File: src/rtl/sme_feeder.sv
// Upstream feeder for the string match engine: buffers one tagged host job and
// replays it as back-to-back string strobes, then pattern strobes, then waits for the result.
module sme_feeder #(
    parameter int STR_MAX = 32,
    parameter int PAT_MAX = 8,
    parameter int DW      = 8
) (
    input  logic          clk,
    input  logic          reset,
    input  logic          in_valid,
    output logic          in_ready,
    input  logic [DW-1:0] in_data,
    input  logic [1:0]    in_tag,
    output logic [DW-1:0] chardata,
    output logic          isstring,
    output logic          ispattern,
    input  logic          sme_valid,
    output logic          busy,
    output logic          err
);
    localparam int SCW = $clog2(STR_MAX + 1);
    localparam int SAW = $clog2(STR_MAX);
    localparam int PCW = $clog2(PAT_MAX + 1);
    localparam int PAW = $clog2(PAT_MAX);

    localparam logic [1:0] TAG_STR = 2'd0;
    localparam logic [1:0] TAG_PAT = 2'd1;
    localparam logic [1:0] TAG_EOJ = 2'd2;

    typedef enum logic [2:0] {IDLE, LOAD, SEND_STR, SEND_PAT, WAIT_RES} state_t;

    state_t state, state_d;

    logic [DW-1:0]  str_buf [STR_MAX];
    logic [DW-1:0]  pat_buf [PAT_MAX];
    logic [SCW-1:0] scnt, slen, idx, sc_eff, rd_idx, pcnt_ext;
    logic [PCW-1:0] pcnt, pc_eff;
    logic           accept, str_full, pat_full, job_bad;
    logic           in_ready_d, busy_d, err_d, isstring_d, ispattern_d;
    logic [DW-1:0]  chardata_d;

    assign accept   = in_valid & in_ready;
    // The first byte of a job sees empty counters regardless of what the last job left.
    assign sc_eff   = (state == IDLE) ? '0 : scnt;
    assign pc_eff   = (state == IDLE) ? '0 : pcnt;
    assign str_full = (sc_eff == SCW'(STR_MAX));
    assign pat_full = (pc_eff == PCW'(PAT_MAX));
    assign job_bad  = (pc_eff == '0) || ((sc_eff == '0) && (slen == '0));
    assign pcnt_ext = SCW'(pcnt);
    // idx counts chars already sent in the current send state; a new send state starts at 0.
    assign rd_idx   = (state_d == state) ? idx : '0;

    always_ff @(posedge clk or posedge reset) begin
        if (reset) state <= IDLE;
        else       state <= state_d;
    end

    always_comb begin
        // NOTE: every combinational output gets a default first so no latch is inferred.
        state_d = state;
        case (state)
            IDLE, LOAD: begin
                if (accept) begin
                    if (in_tag != TAG_EOJ) state_d = LOAD;
                    else if (job_bad)      state_d = IDLE;
                    else if (sc_eff != '0) state_d = SEND_STR;
                    else                   state_d = SEND_PAT;
                end
            end
            SEND_STR: if (idx == slen)     state_d = SEND_PAT;
            SEND_PAT: if (idx == pcnt_ext) state_d = WAIT_RES;
            WAIT_RES: if (sme_valid)       state_d = IDLE;
            default:                       state_d = IDLE;
        endcase
    end

    // Outputs are registered, so this computes their values for the coming state.
    always_comb begin
        in_ready_d  = (state_d == IDLE) || (state_d == LOAD);
        busy_d      = !in_ready_d;
        isstring_d  = (state_d == SEND_STR);
        ispattern_d = (state_d == SEND_PAT);
        chardata_d  = '0;
        if (isstring_d)       chardata_d = str_buf[rd_idx[SAW-1:0]];
        else if (ispattern_d) chardata_d = pat_buf[rd_idx[PAW-1:0]];

        err_d = err;
        if (accept) begin
            if (state == IDLE) err_d = 1'b0;
            case (in_tag)
                TAG_STR: if (str_full) err_d = 1'b1;
                TAG_PAT: if (pat_full) err_d = 1'b1;
                TAG_EOJ: if (job_bad)  err_d = 1'b1;
                default: ;
            endcase
        end
    end

    always_ff @(posedge clk or posedge reset) begin
        if (reset) begin
            in_ready  <= 1'b0;
            busy      <= 1'b0;
            err       <= 1'b0;
            isstring  <= 1'b0;
            ispattern <= 1'b0;
            chardata  <= '0;
        end else begin
            in_ready  <= in_ready_d;
            busy      <= busy_d;
            err       <= err_d;
            isstring  <= isstring_d;
            ispattern <= ispattern_d;
            chardata  <= chardata_d;
        end
    end

    always_ff @(posedge clk or posedge reset) begin
        if (reset) begin
            scnt <= '0;
            pcnt <= '0;
            slen <= '0;
            idx  <= '0;
        end else begin
            idx <= (isstring_d || ispattern_d) ? rd_idx + SCW'(1) : '0;
            if (accept) begin
                scnt <= sc_eff;
                pcnt <= pc_eff;
                case (in_tag)
                    TAG_STR: if (!str_full) scnt <= sc_eff + SCW'(1);
                    TAG_PAT: if (!pat_full) pcnt <= pc_eff + PCW'(1);
                    TAG_EOJ: if (state_d == SEND_STR) slen <= sc_eff;
                    default: ;
                endcase
            end
        end
    end

    // NOTE: the char buffers are deliberately not reset; slen/pcnt decide what is valid.
    always_ff @(posedge clk) begin
        if (accept && (in_tag == TAG_STR) && !str_full) str_buf[sc_eff[SAW-1:0]] <= in_data;
        if (accept && (in_tag == TAG_PAT) && !pat_full) pat_buf[pc_eff[PAW-1:0]] <= in_data;
    end

endmodule

File: config.mk
export PLATFORM = sky130hd
export DESIGN_NAME = sme_feeder
export DESIGN_NICKNAME = d
export VERILOG_FILES = /design/src/rtl/sme_feeder.sv
export SDC_FILE = /design/constraint.sdc
export NUM_CORES = 1
export LEC_CHECK = 0
export CAP_MARGIN = 20
export CORE_MARGIN = 2
export CORE_UTILIZATION = 30
export DETAILED_ROUTE_END_ITERATION = 10
export GPL_ROUTABILITY_DRIVEN = 0
export SLEW_MARGIN = 20
export SYNTH_ARGS = -nofsm -noshare
export SYNTH_HDL_FRONTEND = slang
export SYNTH_SLANG_ARGS = --single-unit
File: constraint.sdc
create_clock -name clk -period 8.9 [get_ports clk]
set_clock_uncertainty 0.05 [all_clocks]
set_input_delay 2.67 -clock clk [delete_from_list [all_inputs] [get_ports clk]]
set_output_delay 2.67 -clock clk [all_outputs]
set_load 0.05 [all_outputs]
==> summary.md, run 1 <==
| Metric | Value |
|---|---|
| Outcome | complete, no violations |
| Setup TNS | 0 ns |
| Leakage | 5.70 nW |
| Fmax | 148 MHz |
| CP max stage delay | 0.60 ns |
| Initial Utilization | 30.4% |
| Die Wd | 230 µm |
| Largest net degree at the start of global routing | 52 |
| Most instantiated cells after synthesis | 320 x edfxtp_1, 129 x nand2_1, 79 x nor2_1, 42 x o21ai_0, 41 x mux2i_1 |
| RSZ-0062 raised after global routing | no |
| Total of max-cap violations | 0 |
| Vias after detailed routing | 9610 |
| Crit start category | primary input |
| DRT iter0 DRCs | 930 |
| Clk slew on worst S/H paths | 0.06 ns |
| Pre-CTS WS | 1.71 ns |
| Synth top area share | 63.0% |
| # clock sinks | 358 |
| Worst Path Arrival | 7.12 ns |
| Synth Register Bits | 358 |
| Root Buffer | clkbuf_16 |
| Post-route setup slack | 2.16 ns |
| Syn_area_per_cell | 14.0 µm² |
| VDD IR max | 142 µV |
| Most frequent cell after synthesis | edfxtp_1 |
| Syn_nets | 1112 |
| R2R setup slack | 3.59 ns |
| Fin. Hold Viols | 0 |
| I/O pin cnt | 27 |
| Largest area contributor in the netlist | edfxtp_1 |
| Synthesis warning total | 0 |
| CP required | 9.28 ns |
| Hold Crit Class | register to register |
| Avg Vias per Cell | 5.29 |
| Post-DRT Antenna Nets | 0 |
| Slowest stage cell, crit path | nand3_4 |
| EDFF count, synth | 320 |
| GRT Util Overall | 15.0% |
| Slew Viols, Final | 0 |
| Clock tree from TritonCTS | built |
| Crit end category | register |
| Core footprint | 50200 µm² |
| Final period util | 75.7% |
| CTS max path bufs | 3 |
| Top FF cell, synth | edfxtp_1 |
| Synth cell types | 78 |
| Seq/Total Area, Yosys | 69.2% |
| H-tree depth | 2 |
| Final wirelength | 40.0 mm |
| Post-route minimum period | 6.74 ns |
| DRC | 0 |
| Worst slew margin | 25.9% |
| Num CTS Buffers | 38 |
| First-pass iteration count of the detailed router | 5 |
| Critical path class | primary input to register |
| Die span in y | 230 µm |
| Worst-path fanout max | 51 |
| Post-CTS Setup Inserts | 0 |
| Congestion Overflow GR | 0 |
| DR WL/cell | 22.1 µm |
| Share of cells above drive strength 1 | 11.0% |
| DIE AREA | 52700 µm² |
| Synthesized cell area | 15300 µm² |
| Insertion delay to the later sink of the worst-skew pair | 0.54 ns |
| Initial antenna violation count | 1 |
| Vias in the first global route | 9229 |
| Critical path, cell by cell | clkdlybuf4s50_1, inv_1, ha_1, and3_1, a2111oi_0, a41o_1, o21ai_2, nand3_4, inv_2, a2111oi_0, a211o_1, o211ai_1, a221o_1 |
| Layout Nets | 1138 |
| Final setup fails | 0 |
| Post-Syn Instances | 1087 |
| Antenna Cells | 0 |
| Global-route wire length before repair | 60.0 mm |
| Hpwl dp | 25.7 mm |
| Area delta synth->final | 14.6% |
| Placement Rows | 82 |
| Leading post-synthesis cells by cell area | edfxtp_1 63%, dfrtp_1 6.2%, nand2_1 3.2% |
| Post-synth ARST share | 10.6% |
| Post-cts sizing count | 0 |
| Slew @ Worst Pin | 1.11 ns |
| P per Cell Area | 291 nW/µm² |
| Most used cell, CP | a2111oi_0 |
| Port Buffers | 26 |
| Post-CTS Hold Buffers | 0 |
report_power, final:
group,switching (W),total (W),internal [W]
registers,0.0000839,0.00199,0.00191
clock network,0.000648,0.00158,0.000931
logic,0.00105,0.00152,0.000466
cells by family (layout without fill, tap and decap cells):
family,Yosys count,in the layout,synth area share (%)
compound gates,247,247,11.5
buf+inv,81,137,2.37
xor+xnor,16,16,0.918
fa+ha+maj,11,11,0.902
flops,358,358,69.2
simple gates,306,306,9.64
mux,68,68,5.49
cell type report:
| type | count | area [µm²] |
|---|---|---|
| Timing Repair Buffer | 45 | 388 |
| Sequential cell | 358 | 10600 |
| Inverter | 22 | 82.6 |
| Fill cell | 4793 | 32700 |
| Tap cell | 672 | 841 |
| Multi-Input combinational cell | 648 | 4370 |
| Clock buffer | 47 | 1020 |
| Clock inverter | 23 | 231 |
metrics by stage:
step                      hold slack, ns  utilization, %  instances  cell area (µm²)  power [W]
after floorplan                    0.437               -       1087            15300    0.00306
after global placement             0.445            32.4       1745            16200    0.00350
after detailed placement           0.460            32.4       1745            16200    0.00352
after CTS                          0.473            34.9       1815            17500    0.00509
after global routing               0.511            34.9       1815            17500    0.00531
final                              0.461            34.9       1815            17500    0.00509
per-layer routing:
metal / track usage, % / up-vias / routed length [µm]
met5: 0 / - / 12
met4: 5.64 / 2 / 1380
met3: 2.83 / 87 / 2950
met2: 22.9 / 414 / 18000
met1: 21.3 / 4820 / 17700
li1: - / 4287 / -
flip-flops by register name (all words and copies together) (netlist names):
| name | count |
|---|---|
| str_buf | 256 |
| pat_buf | 64 |
| chardata | 8 |
| idx | 6 |
| scnt | 6 |
| slen | 6 |
| pcnt | 4 |
| state | 3 |
| busy | 1 |
| err | 1 |
| in_ready | 1 |
| ispattern | 1 |
| isstring | 1 |
worst max-delay path, delay by kind of cell:
family,cells,cell delay [ns]
adder cells (fa/ha/maj),1,0.21
AND/OR/NAND/NOR,2,0.83
buffers and inverters,3,1.08
AO/OA/AOI/OAI,7,2.23
final timing paths:
kind                       cells after the start       from           to
max                                           13  in_tag[0]  chardata[4]
min                                            2        err          err
max reg2reg                                   15   state[0]  chardata[4]
min reg2reg                                    2        err          err
max in group asynchronous                      3      reset       idx[1]
min in group asynchronous                      3      reset      pcnt[1]
layout by cell type, fill, tap and decap left out, drive strengths merged, types with 19 or more instances in the layout:
cell type and n:
mux2i 41, buf 22, clkbuf 47, a21oi 38, dfrtp 38, nor2 80, a31oi 26, edfxtp 320
inv 20, clkinv 20, a211oi 22, o21ai 46, nand2 130, clkdlybuf4s50 23, nand3 19
(Power assumes the default switching activity.)
==> run 2, diff against run 1 <==
clock period = 5.7 ns   (was 8.9 ns; I/O delays follow)
==> run 2 against run 1 <==
Against the previous run:
- non-clock buffer count grew 33
- die area is the same
- core utilization grew 0.57 points
- sequential share of layout area shrank 0.97 points
- global-route usage grew 0.50 points
- first-iteration DRC count grew 14%
- highest routed layer is now met4
==> summary.md, run 2 (synthesized netlist as in run 1, its figures left out) <==
| Metric | Value |
|---|---|
| Num CTS Buffers | 39 |
| Max reg flops | 256 |
| # clock sinks | 358 |
| Insertion delay to the later sink of the worst-skew pair | 0.52 ns |
| RR Endpoint | chardata[4] |
| Initial Utilization | 30.4% |
| Vias after detailed routing | 9909 |
| CTS max path bufs | 3 |
| Initial antenna violation count | 0 |
| HP Start | err |
| Die Wd | 230 µm |
| H-tree depth | 2 |
| Fin. Hold Viols | 0 |
| GRT Util Overall | 15.5% |
| Critical path class | primary input to register |
| Global-route wire length before repair | 62.3 mm |
| Placed cells | 1778 |
| Port Buffers | 26 |
| Share of cells above drive strength 1 | 14.0% |
| Crit end category | register |
| CP required | 6.06 ns |
| DRC | 0 |
| Reg2reg path depth | 12 |
| Worst Path Arrival | 5.74 ns |
| Clock tree from TritonCTS | built |
| Fmax | 186 MHz |
| Worst slew margin | 27.2% |
| Final cell count without fillers | 1846 |
| Slew Viols, Final | 0 |
| Layout Nets | 1172 |
| Final period util | 94.5% |
| Post-cts sizing count | 0 |
| Hold Crit Class | register to register |
| Root Buffer | clkbuf_16 |
| Crit start category | primary input |
| RSZ-0062 raised after global routing | no |
| Die span in y | 230 µm |
| Post-CTS Setup Inserts | 0 |
| P per Cell Area | 456 nW/µm² |
| Post-route minimum period | 5.39 ns |
| Slew @ Worst Pin | 1.08 ns |
| Core footprint | 50200 µm² |
| Post-DRT Antenna Nets | 0 |
| Outcome | complete, no violations |
| Area delta synth->final | 16.5% |
| Final wirelength | 41.3 mm |
| Reg2reg start | state[0] |
| Most frequent cells in the layout | 320 x edfxtp_1, 129 x nand2_1, 79 x nor2_1 |
| I/O pin cnt | 27 |
| Worst Setup SP | in_tag[0] |
| DIE AREA | 52700 µm² |
| Total of max-cap violations | 0 |
| Congestion Overflow GR | 0 |
| Placement Rows | 82 |
| First-pass iteration count of the detailed router | 5 |
| Avg Vias per Cell | 5.37 |
| Hpwl dp | 26.9 mm |
| Commonest non-fill, non-tap cell in the layout | edfxtp_1 |
| Worst-path fanout max | 6 |
| Clk slew on worst S/H paths | 0.06 ns |
| VDD IR max | 216 µV |
| DRT iter0 DRCs | 1064 |
| Worst setup endpoint | chardata[4] |
| Final Core Density | 35.4% |
| DR WL/cell | 22.4 µm |
| R2R setup slack | 0.90 ns |
| Final setup fails | 0 |
| Post-CTS Hold Buffers | 0 |
| Leakage | 5.88 nW |
| Largest net degree at the start of global routing | 51 |
| Vias in the first global route | 9755 |
| Antenna Cells | 0 |
-- run 2: changes by cell type in the layout (fill, tap and decap cells not counted), moves of 2 or more --
| cell | delta |
|---|---|
| buf_12 | +2 |
| clkbuf_16 | +2 |
| buf_4 | +31 |
| clkinv_2 | +3 |
| clkinv_1 | -6 |
| clkinvlp_4 | +2 |
| clkinv_8 | -2 |
-- run 2: per-stage QoR --
step                setup TNS [ns]  hold WS [ns]  setup WS [ns]  power (W)  cell area [µm²]
finish                           0         0.461          0.314    0.00810            17800
global route                     0         0.510          0.214    0.00843            17800
detailed placement          -0.115         0.443         -0.105    0.00560            16500
CTS                              0         0.462          0.416    0.00810            17800
global placement                 0         0.447          0.127    0.00557            16500
floorplan                        0         0.437           1.20    0.00477            15300
-- run 2: critical path, stage by stage --
cell,delay (ns)
clkdlybuf4s50_1,0.52
inv_1,0.08
ha_1,0.20
and3_1,0.23
a2111oi_0,0.70
a41oi_1,0.18
a21oi_1,0.61
nor4_4,0.15
a2111oi_0,0.61
a211o_1,0.20
o211ai_1,0.15
a221o_1,0.39
-- run 2: where the power goes --
group | switching, W | total, W | internal (W)
logic | 0.00168 | 0.00248 | 0.000796
clock network | 0.00100 | 0.00251 | 0.00150
registers | 0.000142 | 0.00312 | 0.00298
total | 0.00283 | 0.00810 | 0.00528
-- run 2: cell type report --
| class | instances | area, µm² |
|---|---|---|
| Tap cell | 672 | 841 |
| Clock buffer | 48 | 1060 |
| Sequential cell | 358 | 10600 |
| Timing Repair Buffer | 78 | 661 |
| Clock inverter | 20 | 206 |
| Inverter | 22 | 82.6 |
| Fill cell | 4774 | 32400 |
| Multi-Input combinational cell | 648 | 4360 |
-- run 2: layer usage --
metal | vias up | GRT usage, % | share of wire (%)
li1 | 4351 | - | -
met1 | 4997 | 21.7 | 44
met2 | 463 | 24.5 | 46
met3 | 98 | 2.60 | 7.0
met4 | 0 | 5.40 | 3.4
met5 | - | 0 | 0
-- run 2: worst min path at each step --
| stage | cells after the start | slack (ns) | to |
|---|---|---|---|
| global route | 2 | 0.51 | err |
| CTS | 2 | 0.46 | err |
| finish | 2 | 0.46 | err |
| floorplan | 1 | 0.44 | scnt[1] |
| detailed placement | 2 | 0.44 | err |
| global placement | 2 | 0.45 | err |
